## src/rtl/div_if.sv

```systemverilog
// div_if: operand/result bundle for the sequential divider.
//   start       - operands valid, sampled each rising edge
//   dividend    - numerator, latched with start
//   divisor     - denominator, latched with start
//   quotient    - floor(dividend/divisor), valid while done=1
//   remainder   - dividend mod divisor, valid while done=1
//   done        - result valid (registered)
//   div_by_zero - latched divisor was zero, valid while done=1
// master drives operands, slave (the divider) drives results.
interface div_if #(
    parameter int unsigned WIDTH = 64
);
    logic             start;
    logic [WIDTH-1:0] dividend;
    logic [WIDTH-1:0] divisor;
    logic [WIDTH-1:0] quotient;
    logic [WIDTH-1:0] remainder;
    logic             done;
    logic             div_by_zero;

    modport master (
        output start, dividend, divisor,
        input  quotient, remainder, done, div_by_zero
    );

    modport slave (
        input  start, dividend, divisor,
        output quotient, remainder, done, div_by_zero
    );
endinterface

```

## src/rtl/div.sv

```systemverilog
// div: sequential unsigned restoring divider, STEP_BITS quotient bits per cycle.
//   clock - system clock, rising edge
//   reset - asynchronous, active-high
//   bus   - div_if slave: start/dividend/divisor in, quotient/remainder/
//           done/div_by_zero out
// Latency is WIDTH/STEP_BITS edges after the last edge that sampled start=1,
// independent of operand values. A new start in any state restarts.
module div #(
    parameter int unsigned WIDTH     = 64,
    parameter int unsigned STEP_BITS = 1
) (
    input  logic clock,
    input  logic reset,
    div_if.slave bus
);
    localparam int unsigned N  = WIDTH / STEP_BITS;
    localparam int unsigned CW = $clog2(N + 1);

    if (!(STEP_BITS == 1 || STEP_BITS == 2 || STEP_BITS == 4 || STEP_BITS == 8)
        || (WIDTH % STEP_BITS) != 0 || WIDTH < 2) begin : g_bad_param
        $fatal(1, "div: illegal WIDTH/STEP_BITS combination");
    end

    typedef enum logic [1:0] {
        S_IDLE,
        S_BUSY,
        S_DONE
    } state_t;

    state_t           state;
    logic [CW-1:0]    cnt;
    logic [WIDTH-1:0] dvd;      // dividend bits not yet consumed; quotient bits shift in at the LSB
    logic [WIDTH-1:0] dsr;
    logic [WIDTH-1:0] rem;      // partial remainder, always < divisor between steps
    logic [WIDTH-1:0] quo_q;
    logic [WIDTH-1:0] rem_q;
    logic             done_q;
    logic             dbz_q;

    logic [WIDTH:0]   acc;
    logic [WIDTH-1:0] dvd_nxt;
    logic [WIDTH-1:0] rem_nxt;

    // STEP_BITS chained restoring iterations. The stored remainder fits in
    // WIDTH bits; only the shifted working value needs the extra bit.
    always_comb begin
        acc     = '0;
        dvd_nxt = dvd;
        rem_nxt = rem;
        for (int unsigned i = 0; i < STEP_BITS; i++) begin
            acc = {rem_nxt, dvd_nxt[WIDTH-1]};
            if (acc >= {1'b0, dsr}) begin
                acc     = acc - {1'b0, dsr};
                dvd_nxt = {dvd_nxt[WIDTH-2:0], 1'b1};
            end else begin
                dvd_nxt = {dvd_nxt[WIDTH-2:0], 1'b0};
            end
            rem_nxt = acc[WIDTH-1:0];
        end
    end

    always_ff @(posedge clock or posedge reset) begin
        if (reset) begin
            state  <= S_IDLE;
            cnt    <= '0;
            dvd    <= '0;
            dsr    <= '0;
            rem    <= '0;
            quo_q  <= '0;
            rem_q  <= '0;
            done_q <= 1'b0;
            dbz_q  <= 1'b0;
        end else if (bus.start) begin
            dvd    <= bus.dividend;
            dsr    <= bus.divisor;
            rem    <= '0;
            cnt    <= CW'(N);
            done_q <= 1'b0;
            dbz_q  <= 1'b0;
            state  <= S_BUSY;
        end else begin
            case (state)
                S_BUSY: begin
                    dvd <= dvd_nxt;
                    rem <= rem_nxt;
                    cnt <= cnt - CW'(1);
                    if (cnt == CW'(1)) begin
                        quo_q  <= dvd_nxt;
                        rem_q  <= rem_nxt;
                        dbz_q  <= (dsr == '0);
                        done_q <= 1'b1;
                        state  <= S_DONE;
                    end
                end
                default: ;
            endcase
        end
    end

    assign bus.quotient    = quo_q;
    assign bus.remainder   = rem_q;
    assign bus.done        = done_q;
    assign bus.div_by_zero = dbz_q;
endmodule

```

## src/flat_wrapper.sv

```systemverilog
// flat-port wrapper written by rule: the top's interface ports become plain ports
module div_flat 
#(
    parameter int unsigned WIDTH     = 64,
    parameter int unsigned STEP_BITS = 1
)
  (clock, reset, bus_start, bus_dividend, bus_divisor, bus_quotient, bus_remainder, bus_done, bus_div_by_zero);
  div_if #(.WIDTH(WIDTH)) bus_i ();
  input  logic clock;
  input  logic reset;
  input wire logic [$bits(bus_i.start)-1:0] bus_start;
  input wire logic [$bits(bus_i.dividend)-1:0] bus_dividend;
  input wire logic [$bits(bus_i.divisor)-1:0] bus_divisor;
  output wire logic [$bits(bus_i.quotient)-1:0] bus_quotient;
  output wire logic [$bits(bus_i.remainder)-1:0] bus_remainder;
  output wire logic [$bits(bus_i.done)-1:0] bus_done;
  output wire logic [$bits(bus_i.div_by_zero)-1:0] bus_div_by_zero;
  assign bus_i.start = bus_start;
  assign bus_i.dividend = bus_dividend;
  assign bus_i.divisor = bus_divisor;
  assign bus_quotient = bus_i.quotient;
  assign bus_remainder = bus_i.remainder;
  assign bus_done = bus_i.done;
  assign bus_div_by_zero = bus_i.div_by_zero;
  div #(.WIDTH(WIDTH), .STEP_BITS(STEP_BITS)) u_core (.clock(clock), .reset(reset), .bus(bus_i));
endmodule
```

## config.mk

```make
export PLATFORM = sky130hd
export DESIGN_NAME = div_flat
export DESIGN_NICKNAME = d
export VERILOG_FILES = /design/src/rtl/div_if.sv /design/src/rtl/div.sv /design/src/flat_wrapper.sv
export SDC_FILE = /design/constraint.sdc
export NUM_CORES = 1
export LEC_CHECK = 0
export CAP_MARGIN = 25
export CELL_PAD_IN_SITES_DETAIL_PLACEMENT = 2
export CELL_PAD_IN_SITES_GLOBAL_PLACEMENT = 2
export CORE_ASPECT_RATIO = 1.1
export CORE_UTILIZATION = 24
export DETAILED_ROUTE_END_ITERATION = 12
export PLACE_DENSITY_LB_ADDON = 0.1
export SETUP_SLACK_MARGIN = 0.02
export SLEW_MARGIN = 20
export SYNTH_ARGS = -nofsm -noshare
export SYNTH_HDL_FRONTEND = slang
export SYNTH_SLANG_ARGS = --single-unit
```

## constraint.sdc

```tcl
create_clock -name clock -period 12.6 [get_ports clock]
set_input_delay 1.26 -clock clock [delete_from_list [all_inputs] [get_ports clock]]
set_output_delay 1.26 -clock clock [all_outputs]
set_load 0.005 [all_outputs]
```

==> impl_metrics.toml, run 1 <==
[worst_setup_path]
r2r-end = "u_core.rem[62]$_DFFE_PP0P_"
timing.critical_path.arrival_ps = 5180
timing.critical_path.fanout_max = 40
worst_r2r_path_depth = 13
timing.critical_path.slowest_cell_delay_ps = 720
critPathRequiredTime_ps = 13050
critical_path.most_common_cell = "o21ai_2"
setup.worst_path.end_class = "flip-flop"
critical-path-slowest-cell = "buf_4"
critical_path.cell_chain = "inv_1 > ha_1 > nand2_1 > o21ai_2 > a21oi_1 > o41a_1 > nor4_2 > o21ai_2 > a21oi_4 > o21a_4 > buf_4 > nand3_1 > a311oi_1"
critPathKind = "reg -> reg"
register_to_register_path_setup_slack_ps = 7870
cp-start-kind = "flip-flop"
reg2reg_from = "u_core.dsr[20]$_DFFE_PP0P_"

[floorplan]
design.core.area_mm2 = 0.07217
placementRows = 103
top_level_ports = 261
floorplan.initialDensity_pct = 24.39
die_x_um = 260.2
design.die.area_mm2 = 0.07444
die_boundary_height_um = 286.1

[power]
power_frac_seq_pct = 33.7
clockPowerShare_pct = 27.2
powerDensity_mw_per_mm2 = 205.3
internal_power_mw = 2.922
ir_worst_vdd_mv = 0.08417
total_switching_power_mw = 1.697
fin_total_pwr_mw = 4.619
combinational_fraction_of_design_power_pct = 39.2
p_leak_nw = 10.42
switching_share_pct = 36.74

[clock_tree]
cts-buffers-inserted = 43
register_clock_pin_slew_on_the_reported_worst_setup_and_hold_paths_ps = 50
tritoncts_num_sinks = 330
clock_latency_ps = 590
cts.htree.levels = 2
clock_path_buffers = 3
clk_root_buffer_cell = "clkbuf_16"
hold_bufs_inserted_after_cts = 0
cts_setup_buffers = 0
postCtsResizedCells = 0
tritoncts_clock_tree = "done"

[yosys]
synth_enable_flop_cells = 0
count_leader_synth = "nand2_1"
yosys.cell_types.count = 66
netlist_area_mm2 = 0.01760
ys_ff_latch = 330
synth_async_sr_flop_share_pct = 100.0
synth_top_area_share_pct = 46.91
synth_top_flop_cell = "dfrtp_1"
post_synth_main_area_contributors = "dfrtp_1 (47%), nand2_1 (8.5%), mux2i_1 (6.9%)"
yosysSeqAreaShare_pct = 46.91
synth_fp_nets = 2179
yosysTopAreaCell = "dfrtp_1"
ys_top_cells_by_count = "nand2_1 (398), dfrtp_1 (330), o21ai_0 (231), a21oi_1 (187), mux2i_1 (122)"
yosys_warnings = 0
syn_avg_cell_area_um2 = 8.887
number_of_instances_in_the_synthesized_netlist = 1981

[hold_path]
hold_path.class = "reg -> reg"
worstHoldStart = "u_core.bus.quotient[17]$_DFFE_PP0P_"
hold_path_end = "u_core.bus.quotient[17]$_DFFE_PP0P_"
min_delay_path_depth = 2

[sta]
final-setup-viol-count = 0
final_period_minus_worst_setup_slack_ps = 4729
timing_hold_violations_final = 0
timing.final.crit_share_pct = 37.53
relSlewSlack_pct = 37.43
postLayoutSetupSlackWorst_ps = 7871
timing.clock.skew_ps = 25.74
maxSlewViolCount = 0
max_clk_rate_ghz = 0.2115
final.setup.tns_ps = 0
max_slew.worst_pin.slew_ps = 938.6
rsz_0062_raised_after_global_routing = "false"

[placement]
numPortBuffers = 260
place_hpwl_mm = 49.90
routabilityCongestion = 0.7961
place_ws_ps = 7958
placed_area_mm2 = 0.02105

[job]
max_cap_violations = 0

[run_status]
outcome = "complete, no violations"

[route]
routed_wire_length_per_instance_um = 21.43
routed_wl_mm = 67.71
detail_route.iter0.violations = 557
num_vias = 15236
route.antenna.remaining_nets = 0
via_per_inst = 4.822
drc_errors = 0
detailedRoute.firstPassIterationCount = 5

[grt]
track_usage_pct = 18.14
grt_antenna_before_repair = 3
grt_max_degree = 91
grt_pass1_vias = 16875
grt_first_pass_wirelength_mm = 104.4
grt-ovfl-total = 0

[cells_and_area]
areaGrowthSynthToFinish_pct = 27.78
post_route_cells_drive_above_1_share_pct = 4.788
fin_area_mm2 = 0.02249
layout.nets = 2384
fin_util_pct = 31.17
worst max path at each step:
stage	start	end	slack, ps	cells after the start
after floorplan	reset	u_core.bus.div_by_zero$_DFFE_PP0P_	2200	1
after global placement	u_core.dsr[8]$_DFFE_PP0P_	u_core.rem[16]$_DFFE_PP0P_	8050	13
after detailed placement	u_core.dsr[8]$_DFFE_PP0P_	u_core.rem[56]$_DFFE_PP0P_	7960	13
after CTS	u_core.dsr[8]$_DFFE_PP0P_	u_core.rem[62]$_DFFE_PP0P_	7870	13
after global routing	u_core.dsr[8]$_DFFE_PP0P_	u_core.rem[62]$_DFFE_PP0P_	7560	13
final	u_core.dsr[20]$_DFFE_PP0P_	u_core.rem[62]$_DFFE_PP0P_	7870	13
through the flow:
step / instances / hold WS, ps
2_1_floorplan: 1981 / 461.1
3_3_place_gp: 3083 / 450.6
3_5_place_dp: 3085 / 458.9
4_1_cts: 3158 / 471.9
5_1_grt: 3160 / 498.2
6_report: 3160 / 465.0
cell usage in the layout, fill, tap and decap left out, types with 4 or more instances in the layout:
master           synthesis  routed
o21a_1                  11      11
o211ai_1                 7       7
o31ai_1                  8       8
dfrtp_1                330     330
xnor2_1                 27      27
nand4_1                 17      17
a21boi_0                 5       5
a41oi_1                  4       4
nand2b_1                 7       7
buf_4                    2      15
clkbuf_8                 0      11
clkinv_2                 0       6
ha_1                    66      66
inv_1                   84      83
a211oi_1                 7       7
xor2_1                  30      30
o21bai_1                10      10
nor4_1                  18      18
a21oi_1                187     187
o21ai_0                231     231
or3_1                    8       8
nor2b_1                  5       4
a21o_1                  34      34
clkdlybuf4s50_1          0     259
and4_1                   6       6
a31oi_1                 17      17
nand3_1                 24      24
and2_1                   4       4
mux2i_1                122     122
nor2_1                 116     114
clkbuf_16                0      44
nand3b_1                 4       4
nand2_1                398     398
a2111oi_0                4       4
and3_1                  16      16
clkbuf_1               102       7
nor3_1                  11      11
sequential cells by signal, summed over array words and instances, names as in the netlist:
name	count
u_core.bus.remainder	64
u_core.bus.quotient	64
u_core.state	2
u_core.bus.div_by_zero	1
u_core.dvd	64
u_core.dsr	64
u_core.cnt	7
u_core.rem	64
cell type report:
cell class                      instances  area [um2]
Clock inverter                         12       152.6
Fill cell                            7989       49680
Inverter                               84       322.8
Multi-Input combinational cell       1449        8547
Tap cell                              945        1182
Antenna cell                            1       2.502
Clock buffer                           61        1265
Timing Repair Buffer                  278        2764
Sequential cell                       330        8258
routing by layer:
layer / wire length, um / global-route usage (%) / vias up / share of wire, %
met5: 0 / 0 / - / 0
li1: - / - / 7239 / -
met2: 33690 / 31.44 / 201 / 50
met3: 1894 / 2.366 / 78 / 2.8
met1: 30450 / 23.48 / 7718 / 45
met4: 1673 / 5.000 / 0 / 2.5
cells by family after synthesis:
family | after synthesis | synth area share (%)
AND/OR/NAND/NOR | 645 | 15.61
AO/OA/AOI/OAI | 555 | 18.02
flip-flops | 330 | 46.91
buffers and inverters | 202 | 4.691
multiplexers | 125 | 7.129
adder cells (fa/ha/maj) | 67 | 4.805
XOR/XNOR | 57 | 2.836
power by group through the flow:
stage	clock (mW)	combinational, mW	sequential (mW)
detailed placement	0	1.84	1.57
finish	1.26	1.81	1.55
CTS	1.31	1.85	1.56
floorplan	0	1.02	1.52
global placement	0	1.80	1.57
global route	1.34	2.01	1.59
critical path, delay by kind of cell (launching register included):
family	cells	cell delay, ps
buffers and inverters	2	790
AND/OR/NAND/NOR	3	960
adder cells (fa/ha/maj)	1	460
AO/OA/AOI/OAI	7	2030
flip-flops	1	340
(Power assumes the default switching activity.)
==> run 2, diff against run 1 <==
clock period = 4 ns   (was 12.6 ns; I/O delays follow)
==> run 2 against run 1 <==
Against the previous run: sequential cell count unchanged; combinational power rose to 3.2 times the previous value; via count rose by 0.85%; design area grew 1.8%; hold slack worse by 230 ps; maximum frequency up 26%; power rose to 3.2 times the previous value; global-route usage increased by 0.20 points; critical path depth grew 2; sequential share of layout area down 0.63 points; final cell count up 0.66%; worst setup slack lost 7600 ps; largest cell class unchanged.
==> impl_metrics.toml, run 2 (same netlist as run 1, synthesis figures left out) <==
[clock_tree]
cts-buffers-inserted = 43
tritoncts_num_sinks = 330
clock_path_buffers = 3
clock_latency_ps = 580
hold_bufs_inserted_after_cts = 0
clk_root_buffer_cell = "clkbuf_16"
tritoncts_clock_tree = "done"
register_clock_pin_slew_on_the_reported_worst_setup_and_hold_paths_ps = 60
cts.htree.levels = 2

[route]
routed_wire_length_per_instance_um = 21.38
routed_wl_mm = 68.01
drc_errors = 0
via_per_inst = 4.830
detailedRoute.firstPassIterationCount = 4
route.antenna.remaining_nets = 0
detail_route.iter0.violations = 606
num_vias = 15365

[sta]
max_slew.worst_pin.slew_ps = 900.9
timing.clock.skew_ps = 15.22
final-setup-viol-count = 0
rsz_0062_raised_after_global_routing = "true"
final_period_minus_worst_setup_slack_ps = 3762
maxSlewViolCount = 0
timing_hold_violations_final = 0
relSlewSlack_pct = 39.38
max_clk_rate_ghz = 0.2658
timing.final.crit_share_pct = 94.05
final.setup.tns_ps = 0
timing.hold.ws_ps = 232.2

[grt]
grt_antenna_before_repair = 4
grt-ovfl-total = 0
grt_pass1_vias = 17109
track_usage_pct = 18.34
grt_first_pass_wirelength_mm = 105.4
grt_max_degree = 125

[placement]
numPortBuffers = 260
place_hpwl_mm = 50.48
placed_area_mm2 = 0.02135
routabilityCongestion = 0.7988
dp_cells = 3103

[job]
max_cap_violations = 0

[cells_and_area]
layout_commonest_cell = "nand2_1"
most-common-layout-cells = "nand2_1 (398), dfrtp_1 (330), clkdlybuf4s50_1 (259)"
layout.nets = 2401
post_route_cells_drive_above_1_share_pct = 5.819
areaGrowthSynthToFinish_pct = 30.02
fin_area_mm2 = 0.02289
finalNonFillerCells = 3181

[worst_setup_path]
setup.worst_path.end_class = "flip-flop"
timing.critical_path.fanout_max = 6
critPathRequiredTime_ps = 4400
timing.critical_path.arrival_ps = 4160
cp-start-kind = "flip-flop"
critPathKind = "reg -> reg"

[power]
p_leak_nw = 10.61
powerDensity_mw_per_mm2 = 653.1
ir_worst_vdd_mv = 0.2819

[floorplan]
die_x_um = 260.2
design.core.area_mm2 = 0.07217
top_level_ports = 261
die_boundary_height_um = 286.1
floorplan.initialDensity_pct = 24.39
placementRows = 103
design.die.area_mm2 = 0.07444

[hold_path]
hold_path.class = "in -> async"

[run_status]
outcome = "complete, no violations"
[run 2: cell types whose count changed in the layout (fill, tap and decap cells not counted), moves of 3 or more]
| cell | delta |
|---|---|
| clkbuf_8 | +3 |
| buf_12 | +12 |
| bufinv_16 | +3 |
| buf_4 | +6 |
| clkbuf_1 | -3 |
[run 2: path summary, 6_finish.rpt]
kind                                                startpoint                              endpoint  slack [ps]  depth (start not counted)
max reg2reg                         u_core.dvd[63]$_DFFE_PP0P_  u_core.bus.remainder[62]$_DFFE_PP0P_         240                         15
min reg2reg                u_core.bus.quotient[44]$_DFFE_PP0P_   u_core.bus.quotient[44]$_DFFE_PP0P_         470                          2
max                                 u_core.dvd[63]$_DFFE_PP0P_  u_core.bus.remainder[62]$_DFFE_PP0P_         240                         15
max in group asynchronous                                reset  u_core.bus.remainder[20]$_DFFE_PP0P_        2830                          3
min in group clock                                   bus_start            u_core.dvd[38]$_DFFE_PP0P_         350                          3
min                                                      reset  u_core.bus.remainder[57]$_DFFE_PP0P_         230                          2
[run 2: what timing repair did]
action                     in CTS  in global routing
setup endpoints to repair       1                  2
pin swaps                       0                  0
setup buffers                   0                  0
gates resized for setup         1                  1
[run 2: cell type report]
type	count	area, um2
Fill cell	7965	49280
Multi-Input combinational cell	1449	8556
Sequential cell	330	8258
Timing Repair Buffer	295	3044
Clock buffer	60	1270
Tap cell	945	1182
Inverter	84	319.1
Clock inverter	16	255.2
Antenna cell	2	5.005
[run 2: per-layer routing]
layer	vias to the layer above	part of all wire, %	track usage (%)
met5	-	0	0
met4	0	2.3	4.605
met3	80	3.1	2.694
met2	195	50	31.87
met1	7815	45	23.64
li1	7275	-	-
[run 2: power by group]
part / internal, mW / switching (mW) / total (mW)
combinational: 2.68 / 3.15 / 5.83
clock: 2.60 / 1.61 / 4.21
sequential: 4.23 / 0.687 / 4.91
total: 9.50 / 5.45 / 15.0
[run 2: critical path, cell delays in order, from the launching register on]
cell     delay (ps)
dfrtp_1         360
inv_1           140
ha_1            180
inv_1            50
fa_1            400
a21o_1          190
a221o_1         380
nand3_1         190
a31o_2          220
nand4_1         190
a21oi_2         340
buf_4           210
a21oi_1         120
or3_1           380
nand3_1         110
a31oi_1         110
[run 2: through the flow]
step / utilization (%) / total power, mW / setup WS (ps)
floorplan: - / 8.013 / -806.7
global placement: 29.58 / 10.79 / 42.97
detailed placement: 29.59 / 10.90 / 11.87
CTS: 31.70 / 15.27 / 189.5
global route: 31.72 / 16.01 / 2.239
finish: 31.72 / 14.95 / 238.1
==> run 3, diff against run 2 <==
PLACE_DENSITY = 0.67   (was unset)
PLACE_DENSITY_LB_ADDON = unset   (was 0.1)
==> run 3 against run 2 <==
Against the previous run: core utilization is 0.38 points lower; global-route usage shrank 0.12 points; register-to-register slack about the same; combinational power hardly changed; final cell count decreased by 0.41%; sequential power about the same; clock power down 8.8%; power fell by 2.4%; hold slack better by 16 ps.
==> impl_metrics.toml, run 3 (same netlist as run 1, synthesis figures left out) <==
[floorplan]
die_boundary_height_um = 286.1
placementRows = 103
design.core.area_mm2 = 0.07217
floorplan.initialDensity_pct = 24.39
top_level_ports = 261
die_x_um = 260.2
design.die.area_mm2 = 0.07444

[route]
num_vias = 15490
detailedRoute.firstPassIterationCount = 4
routed_wire_length_per_instance_um = 21.54
drc_errors = 0
route.antenna.remaining_nets = 0
detail_route.iter0.violations = 574
routed_wl_mm = 68.24
via_per_inst = 4.890

[power]
combinational_fraction_of_design_power_pct = 39.8
internal_power_mw = 9.157
power_frac_seq_pct = 33.8
clockPowerShare_pct = 26.3
p_leak_nw = 10.47
total_switching_power_mw = 5.435
ir_worst_vdd_mv = 0.2815
switching_share_pct = 37.25
powerDensity_mw_per_mm2 = 645.2

[clock_tree]
tritoncts_num_sinks = 330
hold_bufs_inserted_after_cts = 0
clock_path_buffers = 3
tritoncts_clock_tree = "done"
register_clock_pin_slew_on_the_reported_worst_setup_and_hold_paths_ps = 60
clk_root_buffer_cell = "clkbuf_16"
cts.htree.levels = 2
cts-buffers-inserted = 41
clock_latency_ps = 580

[grt]
track_usage_pct = 18.22
grt_first_pass_wirelength_mm = 105.2
grt_max_degree = 148
grt-ovfl-total = 0
grt_pass1_vias = 17439
grt_antenna_before_repair = 1

[cells_and_area]
fillCellCount = 8031
areaGrowthSynthToFinish_pct = 28.46
layout.area.seq_mm2 = 0.008258
finalNonFillerCells = 3168
layout.nets = 2393
most-common-layout-cells = "nand2_1 (398), dfrtp_1 (330), clkdlybuf4s50_1 (259)"
multi_input_area_mm2 = 0.008558
post_route_cells_drive_above_1_share_pct = 5.041
layout_commonest_cell = "nand2_1"
fin_area_mm2 = 0.02262

[sta]
timing_hold_violations_final = 0
final_period_minus_worst_setup_slack_ps = 3748
max_clk_rate_ghz = 0.2668
timing.final.crit_share_pct = 93.70
relSlewSlack_pct = 35.83
final.setup.tns_ps = 0
final-setup-viol-count = 0
timing.clock.skew_ps = 34.66
max_slew.worst_pin.slew_ps = 953.8
postLayoutSetupSlackWorst_ps = 252.1
rsz_0062_raised_after_global_routing = "false"
maxSlewViolCount = 0

[placement]
dp_cells = 3095
routabilityCongestion = 0.8346
place_ws_ps = 94.35
placed_area_mm2 = 0.02124
place_hpwl_mm = 49.62
numPortBuffers = 260

[worst_setup_path]
timing.critical_path.slowest_cell_delay_ps = 500
setup.worst_path.end_class = "flip-flop"
cp-start-kind = "flip-flop"
timing.critical_path.fanout_max = 7
timing.critical_path.arrival_ps = 4240
critical_path.cell_chain = "inv_1 > ha_1 > nand2_1 > nor2_1 > a21oi_1 > o31ai_1 > o21ai_0 > buf_4 > a31oi_2 > a21o_1 > mux2i_1 > nor3_1 > o221a_2"
critPathRequiredTime_ps = 4500
critical-path-slowest-cell = "o31ai_1"
critPathKind = "reg -> reg"

[hold_path]
hold_path.class = "in -> async"

[run_status]
outcome = "complete, no violations"

[job]
max_cap_violations = 0
-- run 3: changes by cell type in the layout (fill, tap and decap cells not counted), sizes merged --
| cell | before | now |
|---|---|---|
| clkbuf | 61 | 58 |
| clkinv | 9 | 8 |
| buf | 35 | 29 |
| diode | 2 | 1 |
| bufinv | 6 | 4 |
-- run 3: final timing paths --
path                                                     start  depth (start not counted)  slack (ps)                             endpoint
setup reg to reg                    u_core.dsr[17]$_DFFE_PP0P_                         13         250           u_core.rem[59]$_DFFE_PP0P_
max in group asynchronous                                reset                          3        2830   u_core.bus.quotient[7]$_DFFE_PP0P_
hold reg to reg            u_core.bus.quotient[60]$_DFFE_PP0P_                          2         460  u_core.bus.quotient[60]$_DFFE_PP0P_
hold / removal                                           reset                          2         250  u_core.bus.quotient[44]$_DFFE_PP0P_
min in group clock                             bus_divisor[19]                          3         380           u_core.dsr[19]$_DFFE_PP0P_
setup / recovery                    u_core.dsr[17]$_DFFE_PP0P_                         13         250           u_core.rem[59]$_DFFE_PP0P_
-- run 3: final cells by class --
| class | count | area share [%] |
|---|---|---|
| Clock buffer | 57 | 5.162 |
| Clock inverter | 13 | 0.7912 |
| Sequential cell | 330 | 36.51 |
| Timing Repair Buffer | 289 | 13.04 |
| Multi-Input combinational cell | 1449 | 37.84 |
| Antenna cell | 1 | 0.01107 |
| Tap cell | 945 | 5.228 |
| Inverter | 84 | 1.411 |
-- run 3: repair_timing --
item,4_1_cts,5_1_grt
pin swaps,0,1
buffers inserted,0,2
gates cloned,0,0
endpoints found under the hold margin,0,0
gates resized for setup,1,1
setup endpoints to repair,1,56
-- run 3: critical path, delay by kind of cell, from the launching register on --
family	cells	cell delay, ps
buf+inv	2	270
fa+ha+maj	1	440
flops	1	360
mux	1	110
simple gates	3	740
compound gates	6	1710
-- run 3: per-layer routing --
layer	up-vias	GRT usage, %	wire length, um
li1	7257	-	-
met1	7915	22.61	29530
met2	222	32.01	34320
met3	96	2.516	2103
met4	0	6.374	2282
met5	-	0	0
-- run 3: power by group through the flow --
stage	Sequential, mW	Combinational (mW)	Clock [mW]
after floorplan	4.79	3.22	0
after global placement	4.98	5.64	0
after detailed placement	5.00	5.83	0
after CTS	4.96	5.89	3.97
after global routing	5.06	6.39	4.07
final	4.94	5.81	3.84
-- run 3: stage by stage --
| stage | utilization, % | hold slack [ps] | power [mW] |
|---|---|---|---|
| final | 31.34 | 248.2 | 14.59 |
| after global placement | 29.43 | 452.3 | 10.62 |
| after global routing | 31.34 | 265.1 | 15.51 |
| after floorplan | - | 461.1 | 8.013 |
| after detailed placement | 29.43 | 455.6 | 10.83 |
| after CTS | 31.30 | 225.7 | 14.83 |
